`src/rtl/ov7670_frame_writer.sv`:
```
// ---------------------------------------------------------------------------
// ov7670_frame_writer
//
// Writes RGB444 pixels from the OV7670 capture stage into one half of a
// double-buffered frame store and hands completed frames to a consumer.
// After reset the block waits for one frame_done so that it always starts
// on a frame boundary. A frame is only handed over when exactly
// H_PIXELS*V_LINES pixels were seen. If the consumer still holds the
// other bank, the finished frame is dropped and the same bank is rewritten.
//
// Optional feature (macro OV7670_DECIMATE_EN): keep only pixels on even
// columns and even lines, giving a quarter-size image. The completeness
// check still uses the raw pixel count.
//
// Parameters
//   H_PIXELS    active pixels per line
//   V_LINES     lines per frame
//   ADDR_W      width of mem_addr
//
// Ports
//   pclk         in   pixel clock; all logic runs on its rising edge
//   rst_n        in   asynchronous active-low reset
//   pixel_in     in   12-bit RGB444 pixel
//   pixel_valid  in   pixel_in valid this cycle
//   frame_done   in   single-cycle end-of-frame pulse
//   mem_we       out  frame-buffer write strobe (registered)
//   mem_bank     out  bank addressed by mem_we
//   mem_addr     out  pixel address within mem_bank
//   mem_wdata    out  pixel data written
//   frame_ready  out  a complete frame is held in ready_bank
//   ready_bank   out  bank holding the completed frame
//   frame_ack    in   consumer releases ready_bank
//   frame_err    out  sticky flag: a short or overlong frame was seen
//   drop_cnt     out  saturating count of complete frames dropped
// ---------------------------------------------------------------------------
module ov7670_frame_writer #(
  parameter int H_PIXELS = 640,
  parameter int V_LINES  = 480,
  parameter int ADDR_W   = 19
) (
  input  logic              pclk,
  input  logic              rst_n,
  input  logic [11:0]       pixel_in,
  input  logic              pixel_valid,
  input  logic              frame_done,
  output logic              mem_we,
  output logic              mem_bank,
  output logic [ADDR_W-1:0] mem_addr,
  output logic [11:0]       mem_wdata,
  output logic              frame_ready,
  output logic              ready_bank,
  input  logic              frame_ack,
  output logic              frame_err,
  output logic [7:0]        drop_cnt
);

  localparam int TOTAL = H_PIXELS * V_LINES;
  // One extra code above TOTAL marks "overlong". The counter saturates there
  // so a runaway frame can never wrap back to a count that looks complete.
  localparam int CNT_W = $clog2(TOTAL + 2);
  localparam logic [CNT_W-1:0] CNT_FULL = CNT_W'(TOTAL);
  localparam logic [CNT_W-1:0] CNT_OVER = CNT_W'(TOTAL + 1);

  typedef enum logic {SYNC, WRITE} state_t;

  state_t            state;
  logic [CNT_W-1:0]  pix_cnt;
  logic [CNT_W-1:0]  pix_cnt_nxt;
  logic [ADDR_W-1:0] wr_addr;
  logic              wr_bank;
  logic              other_busy;
  logic              in_range;
  logic              keep;
  logic              ack_eff;
  logic              busy_eff;
  logic              complete;
  logic              pos_kept;

  function automatic logic [7:0] sat_inc8(input logic [7:0] v);
    return (v == 8'hFF) ? v : v + 8'd1;
  endfunction

  function automatic logic [CNT_W-1:0] cnt_inc(input logic [CNT_W-1:0] v);
    return (v == CNT_OVER) ? v : v + 1'b1;
  endfunction

`ifdef OV7670_DECIMATE_EN
  localparam int COL_W = $clog2(H_PIXELS + 1);
  localparam int ROW_W = $clog2(V_LINES + 1);
  localparam logic [COL_W-1:0] COL_LAST = COL_W'(H_PIXELS - 1);

  // Column/line of the pixel that pix_cnt currently points at.
  logic [COL_W-1:0] col;
  logic [ROW_W-1:0] row;

  assign pos_kept = ~col[0] & ~row[0];
`else
  assign pos_kept = 1'b1;
`endif

  always_comb begin
    in_range    = (pix_cnt < CNT_FULL);
    keep        = pixel_valid & in_range & pos_kept;
    // A pixel arriving together with frame_done counts toward this frame.
    pix_cnt_nxt = pixel_valid ? cnt_inc(pix_cnt) : pix_cnt;
    complete    = (pix_cnt_nxt == CNT_FULL);
    // An ack in the same cycle as a completing frame_done frees the bank first.
    ack_eff     = frame_ack & frame_ready;
    busy_eff    = other_busy & ~ack_eff;
  end

  always_ff @(posedge pclk or negedge rst_n) begin
    if (!rst_n) begin
      state       <= SYNC;
      mem_we      <= 1'b0;
      mem_bank    <= 1'b0;
      mem_addr    <= '0;
      mem_wdata   <= '0;
      wr_bank     <= 1'b0;
      other_busy  <= 1'b0;
      frame_ready <= 1'b0;
      ready_bank  <= 1'b0;
      frame_err   <= 1'b0;
      drop_cnt    <= '0;
      pix_cnt     <= '0;
      wr_addr     <= '0;
`ifdef OV7670_DECIMATE_EN
      col         <= '0;
      row         <= '0;
`endif
    end else begin
      mem_we   <= 1'b0;
      mem_bank <= wr_bank;

      if (ack_eff) begin
        frame_ready <= 1'b0;
        other_busy  <= 1'b0;
      end

      case (state)
        SYNC: begin
          if (frame_done) state <= WRITE;
        end

        WRITE: begin
          if (pixel_valid) begin
            pix_cnt <= pix_cnt_nxt;
            if (!in_range) frame_err <= 1'b1;
`ifdef OV7670_DECIMATE_EN
            if (in_range) begin
              if (col == COL_LAST) begin
                col <= '0;
                row <= row + 1'b1;
              end else begin
                col <= col + 1'b1;
              end
            end
`endif
          end

          if (keep) begin
            mem_we    <= 1'b1;
            mem_addr  <= wr_addr;
            mem_wdata <= pixel_in;
            wr_addr   <= wr_addr + 1'b1;
          end

          if (frame_done) begin
            pix_cnt <= '0;
            wr_addr <= '0;
`ifdef OV7670_DECIMATE_EN
            col     <= '0;
            row     <= '0;
`endif
            if (complete) begin
              if (!busy_eff) begin
                wr_bank     <= ~wr_bank;
                ready_bank  <= wr_bank;
                frame_ready <= 1'b1;
                other_busy  <= 1'b1;
              end else begin
                drop_cnt <= sat_inc8(drop_cnt);
              end
            end else begin
              frame_err <= 1'b1;
            end
          end
        end

        default: state <= SYNC;
      endcase
    end
  end

endmodule

```
`config.mk`:
```
export PLATFORM = sky130hd
export DESIGN_NAME = ov7670_frame_writer
export DESIGN_NICKNAME = d
export VERILOG_FILES = /design/src/rtl/ov7670_frame_writer.sv
export SDC_FILE = /design/constraint.sdc
export NUM_CORES = 1
export LEC_CHECK = 0
export BUFFER_PORTS_ARGS = -buffer_cell sky130_fd_sc_hd__buf_2
export CAP_MARGIN = 20
export CORE_MARGIN = 5
export CORE_UTILIZATION = 33
export CTS_CLUSTER_DIAMETER = 100
export DETAILED_ROUTE_END_ITERATION = 8
export PLACE_DENSITY = 0.56
export SYNTH_ARGS = -nofsm -noshare
export SYNTH_HDL_FRONTEND = slang
export SYNTH_SLANG_ARGS = --single-unit
export TNS_END_PERCENT = 100
```
`constraint.sdc`:
```
create_clock -name pclk -period 4.68 [get_ports pclk]
set_input_delay 0.468 -clock pclk [delete_from_list [all_inputs] [get_ports pclk]]
set_output_delay 0.468 -clock pclk [all_outputs]
set_load 0.05 [all_outputs]
```
### Yosys cells after proc, flatten, opt, wreduce, memory -nomap -nowiden

Cells that the tools add are included.

* flip-flop bits (word level): 85
* bits of input ports: 17
* output and inout port bits: 44
* logic and storage cells: 58

* add/subtract/negate cells: 3
* magnitude comparators: 1
* equal/unequal tests: 3
* multiplexer cells: 24
* bitwise operators: 7
* reductions and logical operators: 7

Operators by type and width (number)
* $mux 19: 6
* $add 19x1->19 const B: 2
* $eq 19x19->1 const B: 2
* $lt 19x19->1 const B: 1
* $mux 1: 18
* $add 8x1->8 const B: 1
* $eq 8x8->1 const B: 1
* $reduce_and 2->1: 3
* $reduce_and 5->1: 1
* $not 1->1: 4
* $reduce_and 4->1: 1
* $reduce_bool 2->1: 2
* $and 1x1->1: 3

### Longest topological paths before layout

* depth in word-level cells: 7
* gate-level depth with buffers: 10

### Least setup slack after synthesis

No wires, ideal clock.

* path kind: register to register
* start point: reg pix_cnt[1]
* end point: reg ready_bank
* setup time: 0.125 ns
* arrival: 2.794 ns
* path slack: 1.761 ns
* stages on the path, launching flop included: 11
* path buffers: 1
* clock period less this slack: 2.919 ns
* cell sequence: dfrtp_1 > buf_2 > inv_1 > ha_1 > or4b_1 > nor4_2 > a31oi_1 > mux2i_1 > nor4b_4 > nand4_4 > mux2_4

* longest elaborated chain between the ends: 5
* elaborated cells on any way between the ends: 6
* those cells by class: 1 x add/sub; 2 x eq/ne; 2 x mux; 1 x reduce/logical

Ends and longest elaborated chain
* start, declared: RTL line 67 `logic [CNT_W-1:0] pix_cnt;`
* start signal, assigned: RTL line 147 `pix_cnt <= pix_cnt_nxt;`
* $add 19x1->19 or $eq 19x19->1 (tied branches): RTL line 84 `return (v == CNT_OVER) ? v : v + 1'b1;`
* $mux 19: RTL line 84
* $mux 19 (*): RTL line 105 `pix_cnt_nxt = pixel_valid ? cnt_inc(pix_cnt) : pix_cnt;`
* $eq 19x19->1 (*): RTL line 106 `complete = (pix_cnt_nxt == CNT_FULL);`
* $reduce_and 4->1 (no source line) (*)
* end signal, assigned: RTL line 178 `ready_bank <= wr_bank;`
* end, declared: RTL line 51 `output logic ready_bank,`

Every way passes the cells marked *; elsewhere a longest branch is shown, timed or not.
A chain may end at the register's enable or synchronous reset.

### Final worst setup path

* start point: reg pix_cnt[0]
* end point: reg ready_bank

Same word-level chain as after synthesis.

==> impl_metrics.toml <==
[placement]
dpl_cell_area_mm2 = 0.00471
place_hpwl_um = 6560
dp.cells = 623
port_buffers = 60
dp_slack_ps = 1500
gp_congestion = 0.854

[clocking]
clkLatencyLatePin_ps = 340
root_buffer = "clkbuf_16"
ctsResizeCount = 0
clkTransAtPathRegs_ps = 60
cts_tree = "yes"
cts_setup_buffers = 0
cts_sinks = 85
htree_levels = 3
cts_made_buffers = 9
cts_hold_buf = 0
clockBufferDepth = 2

[layout]
utilization_pct = 39.6
drive_gt1_share_pct = 26.9
design_area_mm2 = 0.00502
area_delta_synth_final_pct = 17.6
diodes = 0
fin_nets = 484
final_cells = 640
fillers = 1281

[sta]
setup_viol = 0
relSlewSlack_pct = 36.9
hold_ws_ps = 109
report.final.hold_viol_count = 0
rsz0062_at_grt = "false"
timing.fmax_mhz = 314
fin_crit_ps = 3180
finalWorstSetupSlack_ps = 1500
finClkSkew_ps = 9.49
setup_tns_ps = 0
period_share_pct = 68.0
tightest_slew_ps = 943
slew_viol_final = 0

[route]
drtIter0Drc = 175
final_antenna_net_count = 0
drc_errors = 0
dr.pass1.iters = 4
viasPerCell = 5.08
wirelength_um = 9380
num_vias = 3252
wl_per_cell_um = 14.7

[run]
maxCapViolCount = 0

[yosys]
yosysSeqAreaShare_pct = 49.8
syn_area_mm2 = 0.00427
synth_top_family_by_area = "simple AND/OR/NAND/NOR gates"
synth_top_area_share_pct = 49.8
synthSimpleGateAreaFrac_pct = 19.7
synth-seq-cells = 85
synth_ff_type = "dfrtp_1"
syn_area_per_cell_um2 = 10.3
synth_compound_area_share_pct = 10.9
synthTopCellsByArea = "dfrtp_1 50%, mux2_2 8.4%, o21ai_0 3.6%"
synth_cell_types = 53
yosysWarnings = 0
yosys.area_share.adder_pct = 1.17
synthArstFlopShare_pct = 100
synth_fp_nets = 434
synth_xor_area_share_pct = 5.54
synth_edf_count = 0
synthMuxAreaShare_pct = 9.53
syn_inst = 413
synth.largest_area_cell = "dfrtp_1"

[floorplan]
die_area_mm2 = 0.0153
fp.dieW_um = 124
core_area_mm2 = 0.0127
rows = 41
die_h_um = 124
io_pins = 61
initial_core_util_pct = 33.7

[global_route]
antenna_found_initial = 0
track_usage_pct = 12.8
grt_pass1_vias = 3216
grt_pass1_wl_um = 15500
grt_overflow = 0
grt_max_degree = 86

[setup_path]
rrSetupSlack_ps = 1500
crit_required_ps = 4900
crit_fanout = 13
critical_path_arrival_ps = 3400
criticalPathCategory = "flop to flop"
cp-start-kind = "flop"
crit_path_end_kind = "flop"

[status]
status = "complete, no violations"

[power_and_ir_drop]
irDropWorstVdd_mv = 0.162
power_density_mw_per_mm2 = 315
total_power_mw = 1.58
power.leakage_nw = 2.31

[hold_path]
hp-class = "primary input to asynchronous set/reset pin"
[cells in the mapped netlist, drive strengths merged, types with 4 or more instances]
library cell / n
a31oi: 7
or3: 4
a21oi: 11
o21ai: 33
and3: 9
clkbuf: 15
dfrtp: 85
ha: 4
xor2: 12
and4: 7
inv: 10
xnor2: 15
nor3: 6
nor2: 37
buf: 10
nand4: 20
and2: 5
nand3: 16
o21a: 4
nand2: 32
nor4: 4
mux2: 34
[worst paths after layout]
check                                        from                 endpoint  cells after the start
min in group pclk                       frame_ack    frame_ready$_DFF_PN0_                      2
hold reg to reg               wr_bank$_DFFE_PN0P_       mem_bank$_DFF_PN0_                      0
hold / removal                              rst_n  mem_addr[7]$_DFFE_PN0P_                      1
setup / recovery           pix_cnt[0]$_DFFE_PN0P_   ready_bank$_DFFE_PN0P_                      8
setup reg to reg           pix_cnt[0]$_DFFE_PN0P_   ready_bank$_DFFE_PN0P_                      8
max in group asynchronous                   rst_n  drop_cnt[6]$_DFFE_PN0P_                      2
[worst max-delay path: stages (launching register included)]
cell and delay, ps:
dfrtp_1 540, ha_1 190, or4b_1 440, nor4_2 350, a31oi_1 240, mux2i_1 200
nor4b_4 600, nand4_4 180, mux2_4 320
[per-layer routing]
metal | GRT usage (%) | share of wire, %
met2 | 21.2 | 48
met5 | 0 | 0
met4 | 4.71 | 2.1
met3 | 3.50 | 5.3
met1 | 16.1 | 44
[flip-flops by register name, summed over array words and instances, names as in the netlist]
signal,cells
state,1
frame_ready,1
mem_addr,19
wr_bank,1
other_busy,1
mem_wdata,12
ready_bank,1
drop_cnt,8
mem_bank,1
wr_addr,19
frame_err,1
pix_cnt,19
mem_we,1
[cell type report]
class	instances	area [um^2]	area share, %
clock buffers	10	239	4.76
clock inverters	6	45.0	0.898
inverters	10	37.5	0.748
multi-input cells	293	2010	40.0
flip-flops and latches	85	2130	42.4
well taps	172	215	4.29
repair buffers	64	349	6.96
[cells in the final DEF, fill, tap and decap left out, drive strengths merged, types with 4 or more instances in the layout]
cell	count
nor2	37
nand4	20
nand3	16
dfrtp	85
nand2	32
xnor2	15
o21ai	33
inv	12
clkbuf	10
and2	5
nor4	4
nor3	6
a21oi	11
and4	7
mux2	34
a31oi	7
ha	4
and3	9
or3	4
buf	64
xor2	12
o21a	4
[power by group]
group          switching (mW)  internal, mW
combinational           0.102        0.0403
sequential             0.0108         0.751
clock                   0.300         0.377
total                   0.413          1.17
[kinds of logic after synthesis]
kind of cell    count (synthesis)
flops                          85
simple gates                  150
mux                            36
xor+xnor                       27
fa+ha+maj                       4
buf+inv                        35
compound gates                 76
No activity file was read; power rests on OpenSTA's default activity.
